--- src/rtl/mac_pkg.sv ---
// Shared parameters and FSM state encoding for the MAC accumulator.
package mac_pkg;

    localparam int WIDTH_DEF = 12;
    localparam int ACC_W_DEF = 32;
    localparam int LEN_W_DEF = 8;

    typedef enum logic [1:0] {
        IDLE = 2'd0,
        ACC  = 2'd1,
        DONE = 2'd2
    } state_e;

endpackage

--- src/rtl/sat_add.sv ---
// Signed saturating adder: accumulator plus sign-extended product, clamped to ACC_W bits.
module sat_add #(
    parameter int IN_W  = 24,
    parameter int ACC_W = 32
) (
    input  logic [ACC_W-1:0] a,
    input  logic [IN_W-1:0]  b,
    output logic [ACC_W-1:0] sum,
    output logic             clamp
);

    logic [ACC_W:0] wide;

    always_comb begin
        wide  = {a[ACC_W-1], a} + {{(ACC_W + 1 - IN_W){b[IN_W-1]}}, b};
        clamp = 1'b0;
        sum   = wide[ACC_W-1:0];
        // Top two bits disagree only when the true sum left the ACC_W signed range.
        if (wide[ACC_W] != wide[ACC_W-1]) begin
            clamp = 1'b1;
            sum   = wide[ACC_W] ? {1'b1, {(ACC_W-1){1'b0}}} : {1'b0, {(ACC_W-1){1'b1}}};
        end
    end

endmodule

--- src/rtl/mac_accum.sv ---
// Dot-product accumulator: sums len signed Booth products with saturation and
// presents the result on a valid/ready output port.
module mac_accum
    import mac_pkg::*;
#(
    parameter int WIDTH = WIDTH_DEF,
    parameter int ACC_W = ACC_W_DEF,
    parameter int LEN_W = LEN_W_DEF
) (
    input  logic               clk,
    input  logic               rst_n,
    input  logic               start,
    input  logic [LEN_W-1:0]   len,
    input  logic [2*WIDTH-1:0] prod,
    input  logic               in_valid,
    output logic               in_ready,
    output logic [ACC_W-1:0]   acc_out,
    output logic               ovf,
    output logic               out_valid,
    input  logic               out_ready,
    output logic               busy,
    output logic [1:0]         dbg_state
);

    state_e           state_q, state_d;
    logic [ACC_W-1:0] acc_q, acc_d;
    logic             ovf_q, ovf_d;
    logic [LEN_W-1:0] cnt_q, cnt_d;

    logic [ACC_W-1:0] sum;
    logic             clamp;
    logic             xfer;

    sat_add #(
        .IN_W  (2 * WIDTH),
        .ACC_W (ACC_W)
    ) u_sat_add (
        .a     (acc_q),
        .b     (prod),
        .sum   (sum),
        .clamp (clamp)
    );

    // Handshakes: a beat moves only on a cycle where valid && ready are both high;
    // the producer holds its data stable until that cycle.
    assign in_ready  = (state_q == ACC);
    assign out_valid = (state_q == DONE);
    assign busy      = (state_q != IDLE);
    assign acc_out   = acc_q;
    assign ovf       = ovf_q;
    assign dbg_state = state_q;
    assign xfer      = in_valid && in_ready;

    always_comb begin
        state_d = state_q;
        acc_d   = acc_q;
        ovf_d   = ovf_q;
        cnt_d   = cnt_q;
        case (state_q)
            IDLE: begin
                if (start) begin
                    acc_d = '0;
                    ovf_d = 1'b0;
                    if (len == '0) begin
                        cnt_d   = '0;
                        state_d = DONE;
                    end else begin
                        cnt_d   = len;
                        state_d = ACC;
                    end
                end
            end
            ACC: begin
                if (xfer) begin
                    acc_d = sum;
                    ovf_d = ovf_q | clamp;
                    cnt_d = cnt_q - LEN_W'(1);
                    if (cnt_q == LEN_W'(1)) begin
                        state_d = DONE;
                    end
                end
            end
            DONE: begin
                // start is deliberately not looked at here, even on the exit cycle.
                if (out_ready) begin
                    state_d = IDLE;
                end
            end
            default: state_d = IDLE;
        endcase
    end

    always_ff @(posedge clk or negedge rst_n) begin
        if (!rst_n) begin
            state_q <= IDLE;
            acc_q   <= '0;
            ovf_q   <= 1'b0;
            cnt_q   <= '0;
        end else begin
            state_q <= state_d;
            acc_q   <= acc_d;
            ovf_q   <= ovf_d;
            cnt_q   <= cnt_d;
        end
    end

endmodule

--- config.mk ---
export PLATFORM = sky130hd
export DESIGN_NAME = mac_accum
export DESIGN_NICKNAME = d
export VERILOG_FILES = /design/src/rtl/mac_pkg.sv /design/src/rtl/sat_add.sv /design/src/rtl/mac_accum.sv
export SDC_FILE = /design/constraint.sdc
export NUM_CORES = 1
export LEC_CHECK = 0
export ABC_CLOCK_PERIOD_IN_PS = 2900
export CAP_MARGIN = 40
export CORE_UTILIZATION = 47
export DETAILED_ROUTE_END_ITERATION = 7
export GPL_ROUTABILITY_DRIVEN = 0
export PLACE_DENSITY = 0.82
export SLEW_MARGIN = 40
export SYNTH_ARGS = -nofsm -noshare
export SYNTH_HDL_FRONTEND = slang
export SYNTH_SLANG_ARGS = --single-unit
--- constraint.sdc ---
create_clock -name clk -period 2.9 [get_ports clk]
set_input_delay 0.725 -clock clk [delete_from_list [all_inputs] [get_ports clk]]
set_output_delay 0.725 -clock clk [all_outputs]
set_load 0.005 [all_outputs]
==> impl_metrics.csv <==
group,metric,value,unit
status,status,"finished, violations left",
status,violations,"setup timing",
detailed_routing,num_vias,4729,
worst_setup_path,worstSetupEndpointType,"flop",
die,placementRows,31,
logic_synthesis,yosysTopAreaCellShare,29.31,%
logic_synthesis,synth_edf_count,0,
logic_synthesis,synthAdderAreaFrac,12.13,%
clock_tree,clock-sinks,43,
power,pwr-share-clk,6.5,%
clock_tree,cts_tree,"built",
finish,drive_above_1_share,36.62,%
worst_setup_path,worstPathCellList,"buf_6, ha_4, fa_2, a211oi_2, o211ai_1, a31o_2, o2111ai_2, and3_4, buf_4, xnor2_4, buf_6, buf_6, nor2_1, o21ai_2",
worst_setup_path,crit_type,"input port to flop",
grt,track_usage,32.13,%
logic_synthesis,syn_area_per_cell,7.998,sq um
worst_setup_path,worstPathMaxFanout,5,
finish,syn_to_final_growth,66.77,%
logic_synthesis,syn_inst,459,
logic_synthesis,muxShareOfSynthArea,0.6817,%
sta,rsz0062_at_grt,"yes",
grt,grt_pass1_vias,4490,
grt,grt_first_pass_wirelength,21160,microns
clock_tree,cts_root_buf,"clkbuf_8",
logic_synthesis,async_reset_ff_share,100.0,%
finish,n_fill_cell,384,
power,p_sw_share,47.27,%
placement,dp_cells,714,
finish,n_antenna_cell,0,
logic_synthesis,synthSimpleGateAreaFrac,20.31,%
clock_tree,htreeDepth,2,
grt,antenna_found_initial,0,
power,intPower,3.527,mW
clock_tree,cts_buffers,5,
grt,grt_max_degree,44,
logic_synthesis,synth_warnings,0,
detailed_routing,wl_per_cell,20.94,microns
power,peakVddDrop,0.7829,mV
sta,tightest_slew,0.6178,ns
sta,hold_violations,0,
worst_setup_path,r2r-end,"acc_out[2]",
worst_setup_path,cpPeakStageDelay,0.37,ns
sta,finalCritPeriodShare,105.7,%
finish,stdcell_count,738,
die,start_util,49.55,%
sta,relSlewSlack,58.81,%
finish,regArea,1076,sq um
power,p_sw,3.161,mW
logic_synthesis,synth_top_family_by_area,"compound AO/OA/AOI/OAI gates",
worst_setup_path,crit_slowest_cell,"fa_2",
placement,hpwl,8479,microns
power,p_comb_share,76.5,%
worst_setup_path,path_buf_inv,4,
worst_setup_path,critical_path.top_delay_family,"compound AO/OA/AOI/OAI gates",
logic_synthesis,ys_types,59,
detailed_routing,firstDrtPassIters,5,
worst_setup_path,cp_common_cell,"buf_6",
worst_setup_path,arrival,3.26,ns
placement,port_buffers,74,
sta,fin_crit,3.066,ns
logic_synthesis,ys_seq_elements,43,
power,power-per-cell-area,1092,nW/um^2
logic_synthesis,synth_area_leaders,"dfrtp_1 (29%), ha_1 (12%), nand2_1 (6.9%)",
sta,setup_viol,33,
sta,timing.hold.ws,0.3937,ns
die,pin_count,75,
worst_setup_path,r2r_cells,13,
logic_synthesis,synth.yosys.seq_area_share,29.31,%
logic_synthesis,synth_compound_area_share,27.78,%
die,dieArea,8169,sq um
sta,finalClockSkew,0.01769,ns
detailed_routing,viasPerCell,6.408,
die,die_h,90.38,microns
clock_tree,clk_path_buf_depth,2,
die,die_width,90.38,microns
power,power.leakage,2.821,nW
worst_setup_path,worstPathRequired,3.10,ns
detailed_routing,drc_errors,0,
logic_synthesis,synth_ff_type,"dfrtp_1",
logic_synthesis,synthXorXnorAreaFrac,6.408,%
detailed_routing,drt_iter0_markers,408,
sta,final.setup.worst_slack,-0.1665,ns
detailed_routing,ant_nets,0,
finish,nets,710,
worst_setup_path,r2r_setup_slack,-0.13,ns
power,p_seq_share,16.9,%
clock_tree,holdBufCountCts,0,
min_path,hold_class,"input port to asynchronous set/reset pin",
detailed_routing,routed_wl,15460,microns
logic_synthesis,yosysTopAreaCell,"dfrtp_1",
finish,multi_input_area,3105,sq um
sta,slew_violations,0,
clock_tree,clkLatencyLatePin,0.32,ns
die,core_area,7408,sq um
clock_tree,cts.clk_slew.worst_paths,0.11,ns
grt,gr-total-overflow,0,
logic_synthesis,syn_area,3671,sq um
sta,max_freq,0.3261,GHz
worst_setup_path,crit_path_start_kind,"input port",
worst_setup_path,r2r-start,"acc_out[0]",
logic_synthesis,syn-num-nets,531,
flow_run,max_cap_violations,0,
area by class of cell:
cell class / count / share of cell area (%)
well taps: 99 / 2.023
flip-flops and latches: 43 / 17.58
inverters: 10 / 0.6131
multi-input cells: 391 / 50.73
clock buffers: 5 / 1.124
repair buffers: 187 / 27.51
clock inverters: 3 / 0.4292
kinds of logic (layout without fill, tap and decap cells):
group           after synthesis  after routing
compound gates              160            160
xor+xnor                     26             26
fa+ha+maj                    35             35
buf+inv                      25            205
flops                        43             43
mux                           2              2
simple gates                168            168
flip-flops by register name, summed over array words and instances, names as in the netlist:
register,count
acc_out,32
ovf,1
dbg_state,2
cnt_q,8
what timing repair did:
| item | 4_1_cts | 5_1_grt |
|---|---|---|
| setup buffers | 8 | 6 |
| pin swaps | 33 | 42 |
| setup endpoints to repair | 33 | 33 |
| cloned | 1 | 2 |
| gates resized for setup | 59 | 90 |
stage by stage:
stage | worst slack, ns | power, mW | cell area (sq um) | TNS [ns] | utilization [%]
finish | -0.1665 | 6.688 | 6122 | -3.182 | 82.64
global route | -0.2370 | 7.034 | 6122 | -5.502 | 82.64
CTS | -0.09255 | 5.793 | 5670 | -1.525 | 76.54
detailed placement | -0.7386 | 4.934 | 5223 | -22.89 | 70.49
global placement | -0.7113 | 4.790 | 5220 | -21.05 | 70.46
floorplan | -0.04403 | 3.240 | 3694 | -1.293 | -
cells in the mapped netlist (3+ instances only):
master    instances
nand2b_1          7
a41oi_1           3
a211oi_1          3
nand3_1          13
o211ai_1          3
buf_2             3
o21bai_1          5
o21ai_1          32
dfrtp_1          43
o21a_1            4
a22oi_1           3
a21oi_1          48
o21ai_0          23
xor2_1           12
xnor2_1          13
and3_1            7
ha_1             34
nor3_1            6
buf_6             3
clkbuf_1          8
inv_1             9
a31o_2            3
a21o_1            8
nor2_1           51
nand2_1          67
power by group through the flow:
| stage | Sequential (mW) | Clock (mW) | Combinational, mW |
|---|---|---|---|
| floorplan | 1.04 | 0 | 2.20 |
| global placement | 1.06 | 0 | 3.73 |
| detailed placement | 1.07 | 0 | 3.86 |
| CTS | 1.08 | 0.436 | 4.28 |
| global route | 1.16 | 0.462 | 5.42 |
| finish | 1.13 | 0.438 | 5.12 |
worst max-delay path by stage:
stage | start | endpoint | slack [ns] | cells after the start
2_1_floorplan | prod[0] | acc_out[7] | -0.04 | 12
3_3_place_gp | prod[23] | acc_out[7] | -0.71 | 13
3_5_place_dp | prod[23] | acc_out[1] | -0.74 | 14
4_1_cts | prod[0] | acc_out[2] | -0.09 | 14
5_1_grt | prod[0] | acc_out[30] | -0.24 | 13
6_report | prod[0] | acc_out[2] | -0.17 | 14
cells in the final DEF (no fill, tap or decap), types with 5 or more instances in the layout:
| master | n |
|---|---|
| ha_1 | 11 |
| nand3_1 | 12 |
| a21oi_1 | 31 |
| nand2_2 | 5 |
| o21ai_2 | 20 |
| dlymetal6s2s_1 | 16 |
| xor2_1 | 12 |
| ha_4 | 22 |
| dfrtp_1 | 43 |
| inv_1 | 9 |
| clkdlybuf4s50_1 | 52 |
| nand2_1 | 62 |
| nor2_1 | 46 |
| clkbuf_8 | 5 |
| a21oi_2 | 16 |
| xnor2_1 | 13 |
| buf_4 | 105 |
| o21ai_0 | 17 |
| a21o_1 | 8 |
| nand2b_1 | 6 |
| o21ai_1 | 17 |
| and3_1 | 5 |
| buf_6 | 6 |
metal layers:
layer	share of wire [%]	global-route usage [%]	vias to the layer above
met5	0	0	-
met4	7.8	20.16	0
met3	8.4	5.892	131
met2	48	54.90	350
met1	36	37.07	2240
li1	-	-	2008
(Power assumes the default switching activity.)
